===== config.mk =====
export PLATFORM = sky130hd
export DESIGN_NAME = pipe_stage_regs
export DESIGN_NICKNAME = d
export VERILOG_FILES = /design/src/rtl/pipe_stage_regs.sv
export SDC_FILE = /design/constraint.sdc
export NUM_CORES = 1
export LEC_CHECK = 0
export ABC_AREA = 1
export CELL_PAD_IN_SITES_DETAIL_PLACEMENT = 0
export CELL_PAD_IN_SITES_GLOBAL_PLACEMENT = 1
export CORE_MARGIN = 5
export CORE_UTILIZATION = 29
export DETAILED_ROUTE_END_ITERATION = 7
export PLACE_DENSITY_LB_ADDON = 0.1
export SETUP_SLACK_MARGIN = 0.02
export SLEW_MARGIN = 20
export SYNTH_ARGS = -nofsm -noshare
export SYNTH_HDL_FRONTEND = slang
export SYNTH_SLANG_ARGS = --single-unit

===== constraint.sdc =====
create_clock -name clk -period 2.2 [get_ports clk]
set_clock_uncertainty 0.15 [all_clocks]
set_input_delay 0.66 -clock clk [delete_from_list [all_inputs] [get_ports clk]]
set_output_delay 0.66 -clock clk [all_outputs]
set_load 0.02 [all_outputs]

===== src/rtl/pipe_stage_regs.sv =====
// ----------------------------------------------------------------------------
// pipe_stage_regs
//   Pipeline registers for a five-stage RISC-V style core: PC, F/D, D/E, E/M
//   and M/W, plus the execute-stage operand forwarding muxes and the
//   writeback result mux.
//
// Ports
//   clk                       sole clock, all state updates on rising edge
//   reset                     synchronous active-high reset, zeroes all state
//   stall_f, stall_d          hold PC / F/D register (from hazard unit)
//   flush_d, flush_e          clear F/D / D/E register (from hazard unit)
//   forward_operand_a_e/_b_e  execute operand select: 00/11 reg, 01 M, 10 W
//   pc_next_f, instr_f        fetch stage next PC and fetched instruction
//   rd1_d, rd2_d              register-file read data in decode
//   regwrite_d, memwrite_d,
//   result_src_d              decode control bits
//   alu_result_e              combinational ALU result of execute
//   read_data_m               data-memory read data
//   pc_f, instr_d             PC register and decode instruction
//   rs1_d, rs2_d              source register fields of instr_d
//   rs1_e, rs2_e, rd_e,
//   result_src_e_0            execute stage register fields
//   src_a_e, src_b_e          forwarded execute operands
//   rd_m, regwrite_m, memwrite_m, alu_result_m, write_data_m   memory stage
//   rd_w, regwrite_w, result_w                                 writeback stage
// ----------------------------------------------------------------------------
module pipe_stage_regs (
    input  logic        clk,
    input  logic        reset,
    input  logic        stall_f,
    input  logic        stall_d,
    input  logic        flush_d,
    input  logic        flush_e,
    input  logic [1:0]  forward_operand_a_e,
    input  logic [1:0]  forward_operand_b_e,
    input  logic [31:0] pc_next_f,
    input  logic [31:0] instr_f,
    input  logic [31:0] rd1_d,
    input  logic [31:0] rd2_d,
    input  logic        regwrite_d,
    input  logic        memwrite_d,
    input  logic [1:0]  result_src_d,
    input  logic [31:0] alu_result_e,
    input  logic [31:0] read_data_m,
    output logic [31:0] pc_f,
    output logic [31:0] instr_d,
    output logic [4:0]  rs1_d,
    output logic [4:0]  rs2_d,
    output logic [4:0]  rs1_e,
    output logic [4:0]  rs2_e,
    output logic [4:0]  rd_e,
    output logic        result_src_e_0,
    output logic [31:0] src_a_e,
    output logic [31:0] src_b_e,
    output logic [4:0]  rd_m,
    output logic        regwrite_m,
    output logic        memwrite_m,
    output logic [31:0] alu_result_m,
    output logic [31:0] write_data_m,
    output logic [4:0]  rd_w,
    output logic        regwrite_w,
    output logic [31:0] result_w
);

    // Fetch / decode
    logic [31:0] r_pc_f;
    logic [31:0] r_instr_d;

    // Decode -> execute
    logic [31:0] r_rd1_e;
    logic [31:0] r_rd2_e;
    logic [4:0]  r_rs1_e;
    logic [4:0]  r_rs2_e;
    logic [4:0]  r_rd_e;
    logic        r_regwrite_e;
    logic        r_memwrite_e;
    logic [1:0]  r_result_src_e;

    // Execute -> memory
    logic [4:0]  r_rd_m;
    logic        r_regwrite_m;
    logic        r_memwrite_m;
    logic [1:0]  r_result_src_m;
    logic [31:0] r_alu_result_m;
    logic [31:0] r_write_data_m;

    // Memory -> writeback
    logic [4:0]  r_rd_w;
    logic        r_regwrite_w;
    logic [1:0]  r_result_src_w;
    logic [31:0] r_alu_result_w;
    logic [31:0] r_read_data_w;

    // Forwarding: index 0 is operand A, index 1 is operand B
    logic [1:0]  w_fwd_sel [2];
    logic [31:0] w_reg_e   [2];
    logic [31:0] w_src_e   [2];
    logic [31:0] w_result_w;
    logic [4:0]  w_rs1_d;
    logic [4:0]  w_rs2_d;

    assign w_rs1_d = r_instr_d[19:15];
    assign w_rs2_d = r_instr_d[24:20];

    // Load data only when the writeback source selects memory; everything
    // else (including the unused 1x codes) returns the ALU result.
    assign w_result_w = (r_result_src_w == 2'b01) ? r_read_data_w : r_alu_result_w;

    assign w_fwd_sel[0] = forward_operand_a_e;
    assign w_fwd_sel[1] = forward_operand_b_e;
    assign w_reg_e[0]   = r_rd1_e;
    assign w_reg_e[1]   = r_rd2_e;

    generate
        for (genvar gi = 0; gi < 2; gi++) begin : g_fwd
            // 11 is treated like 00 so a stray select can never pick garbage
            assign w_src_e[gi] = (w_fwd_sel[gi] == 2'b01) ? r_alu_result_m :
                                 (w_fwd_sel[gi] == 2'b10) ? w_result_w     :
                                                            w_reg_e[gi];
        end
    endgenerate

    always_ff @(posedge clk) begin
        if (reset) begin
            // Reset beats every stall/flush request.
            r_pc_f         <= '0;
            r_instr_d      <= '0;
            r_rd1_e        <= '0;
            r_rd2_e        <= '0;
            r_rs1_e        <= '0;
            r_rs2_e        <= '0;
            r_rd_e         <= '0;
            r_regwrite_e   <= 1'b0;
            r_memwrite_e   <= 1'b0;
            r_result_src_e <= '0;
            r_rd_m         <= '0;
            r_regwrite_m   <= 1'b0;
            r_memwrite_m   <= 1'b0;
            r_result_src_m <= '0;
            r_alu_result_m <= '0;
            r_write_data_m <= '0;
            r_rd_w         <= '0;
            r_regwrite_w   <= 1'b0;
            r_result_src_w <= '0;
            r_alu_result_w <= '0;
            r_read_data_w  <= '0;
        end else begin
            if (!stall_f) begin
                r_pc_f <= pc_next_f;
            end

            // Flush wins over stall so a taken branch kills a held instruction.
            if (flush_d) begin
                r_instr_d <= '0;
            end else if (!stall_d) begin
                r_instr_d <= instr_f;
            end

            // D/E never stalls; a load-use stall inserts its bubble here.
            if (flush_e) begin
                r_rd1_e        <= '0;
                r_rd2_e        <= '0;
                r_rs1_e        <= '0;
                r_rs2_e        <= '0;
                r_rd_e         <= '0;
                r_regwrite_e   <= 1'b0;
                r_memwrite_e   <= 1'b0;
                r_result_src_e <= '0;
            end else begin
                r_rd1_e        <= rd1_d;
                r_rd2_e        <= rd2_d;
                r_rs1_e        <= w_rs1_d;
                r_rs2_e        <= w_rs2_d;
                r_rd_e         <= r_instr_d[11:7];
                r_regwrite_e   <= regwrite_d;
                r_memwrite_e   <= memwrite_d;
                r_result_src_e <= result_src_d;
            end

            // Store data is the forwarded B operand, not the raw rd2.
            r_rd_m         <= r_rd_e;
            r_regwrite_m   <= r_regwrite_e;
            r_memwrite_m   <= r_memwrite_e;
            r_result_src_m <= r_result_src_e;
            r_alu_result_m <= alu_result_e;
            r_write_data_m <= w_src_e[1];

            r_rd_w         <= r_rd_m;
            r_regwrite_w   <= r_regwrite_m;
            r_result_src_w <= r_result_src_m;
            r_alu_result_w <= r_alu_result_m;
            r_read_data_w  <= read_data_m;
        end
    end

    assign pc_f           = r_pc_f;
    assign instr_d        = r_instr_d;
    assign rs1_d          = w_rs1_d;
    assign rs2_d          = w_rs2_d;
    assign rs1_e          = r_rs1_e;
    assign rs2_e          = r_rs2_e;
    assign rd_e           = r_rd_e;
    assign result_src_e_0 = r_result_src_e[0];
    assign src_a_e        = w_src_e[0];
    assign src_b_e        = w_src_e[1];
    assign rd_m           = r_rd_m;
    assign regwrite_m     = r_regwrite_m;
    assign memwrite_m     = r_memwrite_m;
    assign alu_result_m   = r_alu_result_m;
    assign write_data_m   = r_write_data_m;
    assign rd_w           = r_rd_w;
    assign regwrite_w     = r_regwrite_w;
    assign result_w       = w_result_w;

endmodule

==> run_results.csv <==
group,metric,value,unit
outcome,status,"finished with violations",
outcome,violations,"negative setup slack",
critical_path,cp_data_required_time,1390,ps
clock_network,cts-root-buf,"clkbuf_16",
clock_network,path_clk_slew,50,ps
routing,ant_nets,0,
power_and_ir_drop,p_int,0.0100,W
final_layout,finish.net_count,2257,
die,start_util,29.2,%
global_route,grt_max_degree,63,
placed_design,dpl.hpwl,30.1,mm
routing,drtIter0Drc,303,
sta,worst_slack,-413,ps
power_and_ir_drop,p_sw,0.00347,W
synth,synth_seq_cells,292,
placed_design,place.gp.congestion,0.771,
global_route,grt_pass1_vias,10700,
sta,worst_pin_slew,482,ps
sta,setup_viol,96,
clock_network,cts_tree,"built",
placed_design,port_buffers,468,
flow_run,maxCapViolCount,0,
critical_path,cp_common_cell,"nor2_2",
critical_path,path_cells,"inv_6 -> nand2_8 -> buf_12 -> buf_4 -> nand2_1 -> nand2_2 -> nor2_2 -> nor2_2 -> inv_1 -> buf_6",
critical_path,arrival,1800,ps
routing,vias,10600,
critical_path,start_kind,"flop",
power_and_ir_drop,p_leak,11.7,nW
synth,syn_nets,1713,
die,fp-row-count,71,
power_and_ir_drop,max-vdd-ir-drop,513,uV
critical_path,cp_slowest_cell,"dfxtp_2",
final_layout,layout_commonest_cell,"nor2_1",
clock_network,cts.path.max_buffers,3,
sta,slew_headroom,67.7,%
power_and_ir_drop,swShare,25.8,%
die,core_area,37400,um^2
clock_network,insertion_delay,510,ps
critical_path,cp_max_fo,8,
routing,wirelength,42.8,mm
sta,grt_setup_unrepaired,"true",
final_layout,final_cell_mix,"339 x nor2_1, 298 x inv_1, 290 x dfxtp_1, 207 x nand2_1, 199 x clkdlybuf4s50_1",
routing,vias_per_cell,4.10,
routing,wl_per_cell,16.5,um
routing,drt_first_pass_iters,4,
power_and_ir_drop,pwr-share-seq,41.8,%
final_layout,area_growth,78.4,%
global_route,grt_pass1_wl,63.0,mm
critical_path,crit_type,"flop to output pin",
sta,final_hold_viol_count,0,
power_and_ir_drop,powerDensity,691,nW/um^2
placed_design,place_inst,2485,
sta,clock.fmax,383,MHz
die,dieArea,41700,um^2
synth,synth_area,10900,um^2
final_layout,final_area,19500,um^2
global_route,antenna_found_initial,7,
global_route,grtUsageTotal,19.4,%
synth,ys_types,20,
critical_path,cpPeakStageDelay,330,ps
final_layout,final_layout_size_suffix_gt1_share,21.9,%
hold_path,hp-class,"flop to flop",
synth,netlist_instances,1507,
sta,post-route-period-util,119,%
clock_network,cts_hold_buf,0,
power_and_ir_drop,p_clk_share,41.2,%
clock_network,h-tree-depth,2,
routing,drc,0,
clock_network,cts-buffers-inserted,36,
final_layout,final_cells,2587,
global_route,overflow,0,
die,die_y,204,um
critical_path,endpoint_kind,"output pin",
sta,drv_slew,0,
synth,ys_seq_area_share,53.5,%
synth,synth.avg_cell_area,7.25,um^2
synth,yosysWarnings,0,
placed_design,place_area,16600,um^2
power_and_ir_drop,combPwrFrac,17.0,%
clock_network,cts.sinks,292,
die,die_w,204,um
die,ioPinCount,469,
sta,fin_crit,2610,ps
[logic make-up (layout without fill, tap and decap cells)]
kind of cell	after synthesis	after routing	synth area share, %
DFF	292	292	53.5
buffers and inverters	418	984	16.0
AOI/OAI and AO/OA	64	64	3.78
other	0	2	0
and+or+nand+nor	733	734	26.7
[worst max-delay path, delay by kind of cell, from the launching register on]
kind                   cells  cell delay, ps
flip-flops                 1             330
buffers and inverters      5             580
AND/OR/NAND/NOR            5             390
[state kept, by name, summed over array words and instances (netlist names)]
name,count
alu_result_m,32
instr_d,32
pc_f,32
r_alu_result_w,32
r_rd1_e,32
r_rd2_e,32
r_read_data_w,32
write_data_m,32
rd_e,5
rd_m,5
rd_w,5
rs1_e,5
rs2_e,5
r_result_src_e,2
r_result_src_m,2
r_result_src_w,2
memwrite_m,1
r_memwrite_e,1
r_regwrite_e,1
regwrite_m,1
regwrite_w,1
[worst paths after layout]
kind | from | end | slack, ps | depth (start not counted)
worst max-delay path | r_result_src_w[1] | src_b_e[12] | -410 | 10
worst min-delay path | r_result_src_m[1] | r_result_src_w[1] | 250 | 2
worst max register to register | r_result_src_w[1] | write_data_m[23] | 420 | 12
worst min register to register | r_result_src_m[1] | r_result_src_w[1] | 250 | 2
[through the flow]
stage | util (%) | worst slack, ps | power (W) | TNS, ps | hold WS (ps)
2_1_floorplan | - | 52.9 | 0.00663 | 0 | 238
3_3_place_gp | 44.5 | -1200 | 0.00783 | -82700 | 239
3_5_place_dp | 44.5 | -1200 | 0.00784 | -84200 | 245
4_1_cts | 48.9 | -575 | 0.0136 | -50170 | 253
5_1_grt | 52.1 | -531 | 0.0141 | -38100 | 274
6_report | 52.2 | -413 | 0.0135 | -28750 | 250
[Yosys cell counts (all sizes together)]
cell,n,share of area (%)
buf,71,4.1
or2,2,0.11
clkinv,1,0.034
clkbuf,14,0.48
nand3,96,4.4
inv,332,11
nor2,374,13
dfxtp,292,53
o21ai,32,1.5
a211oi,15,1.5
nand2,261,9.2
a21oi,17,0.78
[final cells by class]
type | instances | area [um^2]
Antenna cell | 2 | 5.00
Clock buffer | 55 | 1030
Clock inverter | 6 | 55.1
Fill cell | 3680 | 17900
Inverter | 333 | 1270
Multi-Input combinational cell | 798 | 3970
Sequential cell | 292 | 5850
Tap cell | 511 | 639
Timing Repair Buffer | 590 | 6680
[metal layers]
| layer | GRT usage (%) | routed length, um | up-vias |
|---|---|---|---|
| met5 | 0 | 60 | - |
| li1 | - | - | 5421 |
| met3 | 6.44 | 3370 | 58 |
| met2 | 33.4 | 20600 | 309 |
| met4 | 4.00 | 703 | 10 |
| met1 | 23.7 | 18100 | 4815 |
[power by group through the flow]
stage / Clock [W] / Sequential [W] / Combinational (W)
final: 0.00556 / 0.00563 / 0.00229
after floorplan: 0 / 0.00588 / 0.000743
after global routing: 0.00595 / 0.00565 / 0.00247
after global placement: 0 / 0.00574 / 0.00209
after detailed placement: 0 / 0.00575 / 0.00209
after CTS: 0.00573 / 0.00563 / 0.00221
[repair_timing]
action,in CTS,in global routing
endpoints found under the setup margin,261,260
cloned,5,6
resized for setup,488,357
pin swaps,17,52
buffers inserted,20,10
Note: power is estimated with default switching activity, not from simulation.
